### config.mk
export PLATFORM = sky130hd
export DESIGN_NAME = mem_arbiter
export DESIGN_NICKNAME = d
export VERILOG_FILES = /design/src/rtl/mem_arbiter.sv
export SDC_FILE = /design/constraint.sdc
export NUM_CORES = 1
export LEC_CHECK = 0
export BUFFER_PORTS_ARGS = -buffer_cell sky130_fd_sc_hd__clkbuf_2
export CORE_MARGIN = 2
export CORE_UTILIZATION = 48
export CTS_CLUSTER_DIAMETER = 80
export DETAILED_ROUTE_END_ITERATION = 8
export PLACE_DENSITY = 0.85
export RECOVER_POWER = 25
export SYNTH_ARGS = -nofsm -noshare
export SYNTH_HDL_FRONTEND = slang
export SYNTH_SLANG_ARGS = --single-unit
### constraint.sdc
create_clock -name clk -period 4.2 [get_ports clk]
set_input_delay 0.21 -clock clk [delete_from_list [all_inputs] [get_ports clk]]
set_output_delay 0.21 -clock clk [all_outputs]
set_load 0.05 [all_outputs]
### src/rtl/mem_arbiter.sv
// mem_arbiter: single-port memory sequencer for IF fetch and MEM load/store, data first, with global stall
// Ports: if_* fetch request/result, dm_* load/store request/result, mem_* memory command/read data,
// stall freezes the pipeline until every request of the step is serviced, stall_cnt counts stall cycles.
module mem_arbiter #(
  parameter int AW  = 10,
  parameter int LAT = 2
) (
  input  logic          clk,
  input  logic          rst,
  input  logic          if_req,
  input  logic [AW-1:0] if_addr,
  output logic [31:0]   if_rdata,
  input  logic          dm_req,
  input  logic          dm_we,
  input  logic [3:0]    dm_be,
  input  logic [AW-1:0] dm_addr,
  input  logic [31:0]   dm_wdata,
  output logic [31:0]   dm_rdata,
  output logic          stall,
  output logic          mem_en,
  output logic          mem_we,
  output logic [3:0]    mem_be,
  output logic [AW-1:0] mem_addr,
  output logic [31:0]   mem_wdata,
  input  logic [31:0]   mem_rdata,
  output logic [31:0]   stall_cnt
);
  localparam logic [0:0] IDLE     = 1'b0;
  localparam logic [0:0] RD_WAIT  = 1'b1;
  localparam logic [2:0] CNT_INIT = 3'(LAT - 1);
  logic [0:0]  state_q, state_d;
  logic        owner_q, owner_d;
  logic [2:0]  cnt_q, cnt_d;
  logic        if_done_q, if_done_d, dm_done_q, dm_done_d;
  logic [31:0] if_rdata_q, if_rdata_d, dm_rdata_q, dm_rdata_d;
  logic [31:0] stall_cnt_q, stall_cnt_d;
  logic        need_d, need_i, idle, iss_d, iss_i, rd_iss, rd_done;
  assign need_d  = dm_req & ~dm_done_q;
  assign need_i  = if_req & ~if_done_q;
  assign idle    = state_q == IDLE;
  assign iss_d   = ~rst & idle & need_d;
  assign iss_i   = ~rst & idle & ~need_d & need_i;
  assign rd_iss  = iss_i | (iss_d & ~dm_we);
  assign rd_done = ~idle & (cnt_q == 3'd0);
  assign stall   = ~rst & (~idle | need_d | need_i);
  assign mem_en    = iss_d | iss_i;
  assign mem_we    = iss_d & dm_we;
  assign mem_be    = iss_d ? dm_be : 4'hF;
  assign mem_addr  = iss_d ? dm_addr : if_addr;
  assign mem_wdata = dm_wdata;
  assign if_rdata  = if_rdata_q;
  assign dm_rdata  = dm_rdata_q;
  assign stall_cnt = stall_cnt_q;
  // A stall-free cycle is the pipeline advance: both done flags clear for the next step.
  always_comb begin
    state_d     = rd_iss ? RD_WAIT : rd_done ? IDLE : state_q;
    cnt_d       = rd_iss ? CNT_INIT : (~idle & ~rd_done) ? cnt_q - 3'd1 : cnt_q;
    owner_d     = rd_iss ? iss_d : owner_q;
    if_done_d   = stall & (if_done_q | (rd_done & ~owner_q));
    dm_done_d   = stall & (dm_done_q | (rd_done & owner_q) | (iss_d & dm_we));
    if_rdata_d  = (rd_done & ~owner_q) ? mem_rdata : if_rdata_q;
    dm_rdata_d  = (rd_done & owner_q) ? mem_rdata : dm_rdata_q;
    stall_cnt_d = stall_cnt_q + 32'(stall);
  end
  always_ff @(posedge clk) begin
    if (rst) begin
      state_q     <= IDLE;
      owner_q     <= 1'b0;
      cnt_q       <= 3'd0;
      if_done_q   <= 1'b0;
      dm_done_q   <= 1'b0;
      if_rdata_q  <= '0;
      dm_rdata_q  <= '0;
      stall_cnt_q <= '0;
    end else begin
      state_q     <= state_d;
      owner_q     <= owner_d;
      cnt_q       <= cnt_d;
      if_done_q   <= if_done_d;
      dm_done_q   <= dm_done_d;
      if_rdata_q  <= if_rdata_d;
      dm_rdata_q  <= dm_rdata_d;
      stall_cnt_q <= stall_cnt_d;
    end
  end
endmodule

== Word-level counts from Yosys, hierarchy flattened ==
Cells that the tools add are included.
Word-level totals
  register bits: 103
  output and inout bits: 145
  logic and storage cells: 51
Cells by class
  add/sub/neg operators: 2
  multiplexer cells: 6
  bitwise operators: 30
  reductions and logical operators: 4
Operator list (count)
  32-bit by 1-bit adder with 32-bit output: 1
  1-bit bitwise AND: 15
  10-bit 2-to-1 mux: 1
  1-bit inverter: 8
  1-bit bitwise OR: 7
  1-bit 2-to-1 mux: 4
  4-bit 2-to-1 mux: 1
  2-bit nonzero test: 2
  3-bit zero test: 1
  3-bit by 1-bit subtractor with 3-bit output (second input constant): 1
  2-bit OR reduction: 1

== Depth between registers and ports, before layout ==
  depth in word-level cells: 7
  mapped depth: 10

== Least setup slack after synthesis ==
No wires, ideal clock.
  kind: reg-to-reg
  start: register dm_done_q
  end: register stall_cnt_q[28], in the netlist stall_cnt[28]
  setup time: 0.070 ns
  data arrival time: 3.343 ns
  setup slack: 0.787 ns
  stages on the path, launching flop included: 11
  path buffers: 1
  cell sequence: dfxtp_1 -> nand2b_1 -> and2_1 -> a21oi_1 -> ha_1 -> ha_1 -> nand4_2 -> or3_1 -> clkbuf_2 -> or4_1 -> a21oi_1
On the way
  word-level cells in the longest chain between the ends: 6
RTL lines
  start, declared: line 34  | logic if_done_q, if_done_d, dm_done_q, dm_done_d;
  start signal, assigned: line 80  | dm_done_q <= dm_done_d;
  1-bit inverter: line 38  | assign need_d = dm_req & ~dm_done_q;
  1-bit bitwise AND: line 38
  1-bit bitwise OR (2 in a row): line 45  | assign stall = ~rst & (~idle | need_d | need_i);
  1-bit bitwise AND: line 45
  net stall: line 19  | output logic stall,
  32-bit by 1-bit adder with 32-bit output: line 63  | stall_cnt_d = stall_cnt_q + 32'(stall);
  end signal, assigned: line 83  | stall_cnt_q <= stall_cnt_d;
  end, declared: line 36  | logic [31:0] stall_cnt_q, stall_cnt_d;
The timed path passes the listed nets, and every way through them passes these cells.
A chain may end at the register's enable or synchronous reset.

== Final worst setup path ==
  start: register dm_done_q
  end: register stall_cnt_q[18], in the netlist stall_cnt[18]
On the way
  word-level cells in the longest chain between the ends: 6
RTL lines (line)
  1-bit inverter: 38
  1-bit bitwise AND: 38
  1-bit bitwise OR (2 in a row): 45
  1-bit bitwise AND: 45
  32-bit by 1-bit adder with 32-bit output: 63
No other way between the ends.

==> results <==
- CTS placed an instance of clkbuf_8 at the clock tree root.
- The worst-case IR drop observed on VDD is 0.198 mV.
- Walking the worst path, the cells encountered are nand2b_1, and2_1, a21oi_1, ha_1, ha_1, nand4_2, or4_1, or3_1, a21oi_1.
- The area of the core is 9110 sq um.
- From bottom edge to top edge, the die measures 100 microns.
- The part of the Yosys area used for sequential elements is 0.466.
- The total power per unit cell area is 359 nW/um^2.
- The first global-routing pass estimated 17,200 microns of wire.
- The share of total power dissipated in sequential elements is 0.537.
- Entering global routing, the biggest net connects 107 pins.
- Yosys attributes the largest share of cell area to dfxtp_1, nand2_1, a21oi_1.
- Counting every instance in the synthesized netlist gives 541.
- During placement, the flow inserted port buffers numbering 173.
- Yosys printed 0 warnings.
- The number of CTS-inserted buffers is 9.
- The net switching power is 0.000573 W.
- The initial antenna violation count was 0.
- The count of endpoints failing setup in the final report is 0.
- The tool flagged a number of max-cap violations equal to 0.
- The last weighted congestion value of the routability-driven placer is 0.802.
- The setup clock skew after layout is 18.8 ps.
- Of the total power, the share spent switching nets is 0.304.
- The post-place instance area is 5110 sq um.
- The wire-length estimate of the detail-placed layout is 8170 microns.
- The clock net in this run drives a total of 103 sinks.
- The buffers inserted during post-CTS setup optimization is 0.
- The number of global-route vias before repair was 3,803.
- The static leakage is 2.06 nW.
- The kind of start point of the critical path is a flop.
- The share of total power dissipated in the clock network is 0.317.
- Setup slack on the worst reg-to-reg path comes out at 1240 ps.
- The share of layout cells above drive strength 1 is 0.274.
- The average instance in the mapped netlist occupies 8.19 sq um.
- Relative to the synthesized area, the layout overhead comes to 18.7%.
- The number of primary I/O pins is 238.
- For this block, the routed nets add up to 11,200 microns of wire.
- The count of hold-fix buffers inserted at cts is 0.
- In the routed design, unresolved DRC markers number 0.
- Data on the critical path arrives at its endpoint at 3230 ps.
- The number of routed nets with antenna violations is 0.
- For this run, the post-layout net count is 764.
- The worst path required time is 4470 ps.
- The buffering stage count on the worst path with inverters included is 0.
- Post-CTS repair changed the size of 0 cells.
- The internal power summed over all cells is 0.00131 W.
- The final setup slack of the worst path is 1240 ps.
- The flow ran to the end, and the final reports show no timing, DRC or antenna violations.
- The kind of cell with the highest combined delay along the critical path is simple AND/OR/NAND/NOR gates.
- The finished cells cover 5260 sq um.
- STA classifies the critical path endpoint as a flop.
- Setup repair after global routing left no endpoint under its margin.
- Counting flops and latches in the post-synthesis netlist gives 103.
- Derived from the worst setup path, the maximum achievable clock frequency is 338 MHz.
- The total overflow left after global routing is 0.
- The worst setup path is of the reg -> reg kind.
- The clock period could shrink to 2960 ps.
- The DRC violation total after the first TritonRoute iteration is 135.
- The number of rows in the core area is 35.
- Across every metal layer, demand over resource in global routing totals 0.209.
- Along the worst path, the maximum fanout reaches 7.
- Counting every net in the synthesized netlist gives 638.
- The average detailed-routed wire length per instance is 14.3 microns.
- The number of endpoints with negative hold slack in the final report is 0.
- The die footprint is 10,000 sq um.
- The level count of the clock H-tree is 3.
- Summed over all instances, the cell type with the most area after synthesis is dfxtp_1.
- The transition time at the pin with the least slew margin is 1080 ps.
- The total via count after detailed routing is 4,130.
- The die boundary width is 100 microns.
- Counting along the longest clock path gives a buffer depth of 2.
- The number of antenna diodes is 0.
- Of the post-synthesis cell area, the dominant cell type holds 0.466.
- In this design, the stage delay of the slowest critical-path cell is 680 ps.
- TritonCTS built the clock tree.
- Clock latency on the worst-skew pair, taken at its later pin, is 360 ps.
- The setup total negative slack is 0 ps.
- In this run the tightest slew margin relative to its limit is 0.283.
- Clock-pin slew was measured on the worst setup and hold paths at 110 ps.
- The min-delay analysis places its worst path in the category in -> reg.
- The period utilization is 0.705.
- After synthesis the cells add up to 4430 sq um.
- The count of distinct cell types in the synthesized netlist is 40.
- The ratio of routed vias to standard cells is 5.27.
- The initial core utilization is 0.486.
- At the placement stage, the worst setup path has a slack of 1270 ps.
- The final max-slew violation count came to 0.
- The first TritonRoute pass finished after 4 iterations.
- Among all stages on the critical path, the largest delay is contributed by or4_1.
- The logic gate share of total power is 0.145.
kinds of logic after synthesis:
logic type	Yosys count	synth area share
compound gates	100	0.121
xor+xnor	14	0.0277
fa+ha+maj	4	0.0113
buf+inv	72	0.0921
flops	103	0.466
mux	15	0.0379
simple gates	233	0.245
final cells by class:
class                   count  area (sq um)
fillers                   857          3850
flip-flops and latches    103          2060
multi-input cells         366          1970
repair buffers            177           861
well taps                 111           139
clock buffers              10           138
clock inverters             6          51.3
inverters                  10          37.5
sequential cells by signal, summed over array words and instances (netlist names):
name and count:
dm_done_q 1, if_rdata 32, state_q 1, owner_q 1, dm_rdata 32, stall_cnt 32, if_done_q 1, cnt_q 3
final timing paths:
| kind | from | end | cells after the start |
|---|---|---|---|
| worst max-delay path | dm_done_q | stall_cnt[18] | 9 |
| worst min-delay path | mem_rdata[27] | if_rdata[27] | 3 |
| worst max register to register | dm_done_q | stall_cnt[18] | 9 |
| worst min register to register | if_rdata[11] | if_rdata[11] | 2 |
routing by layer:
layer	track usage	share of wire
met5	0	0
met4	0.0769	0.016
met3	0.0216	0.058
met2	0.390	0.52
met1	0.246	0.41
Yosys cell counts:
master / instances
buf_6: 1
buf_4: 32
nor3_1: 8
xor2_1: 5
nand4_1: 4
nand3b_1: 1
nand4_4: 1
o31a_1: 1
and4_1: 2
a2111oi_0: 1
nand3_4: 1
xnor2_1: 9
ha_1: 4
clkbuf_1: 23
mux2_2: 13
a21oi_1: 82
buf_1: 1
nand4_2: 1
mux2_1: 1
and4_2: 1
o21ai_0: 6
dfxtp_1: 103
inv_1: 10
buf_2: 3
or4_1: 9
o31ai_1: 7
or2_2: 1
dlygate4sd1_1: 1
mux2i_1: 1
nor2_1: 21
o21a_1: 2
nand2_1: 140
and2_1: 3
or3_1: 9
clkbuf_2: 1
nor4_1: 7
nand2b_1: 7
nor2b_1: 6
o22a_1: 1
nand3_1: 11
worst reg2reg max path, stage by stage (launching register included):
cell	delay [ps]
dfxtp_1	320
nand2b_1	190
and2_1	170
a21oi_1	320
ha_1	250
ha_1	240
nand4_2	190
or4_1	680
or3_1	370
a21oi_1	170
power by group through the flow:
stage / sequential (W) / clock [W] / combinational, W
floorplan: 0.00110 / 0 / 0.000211
global placement: 0.00104 / 0 / 0.000273
detailed placement: 0.00104 / 0 / 0.000277
CTS: 0.00101 / 0.000607 / 0.000277
global route: 0.00102 / 0.000652 / 0.000293
finish: 0.00101 / 0.000599 / 0.000274
cell usage in the layout, fill, tap and decap left out, types with 10 or more instances in the layout:
cell	count
inv_1	10
a21oi_1	82
nand3_1	11
dfxtp_1	103
clkbuf_2	142
nor2_1	19
clkbuf_1	30
nand2_1	140
clkbuf_8	10
mux2_2	13
per-stage QoR:
step | utilization | total power, W | hold slack (ps) | std cells
3_3_place_gp | 0.561 | 0.00131 | 420 | 767
2_1_floorplan | - | 0.00131 | 346 | 541
6_report | 0.577 | 0.00189 | 71.1 | 783
4_1_cts | 0.581 | 0.00190 | 53.4 | 783
3_5_place_dp | 0.561 | 0.00131 | 420 | 767
5_1_grt | 0.577 | 0.00196 | 66.3 | 783
Power figures use the tool's default switching activity.
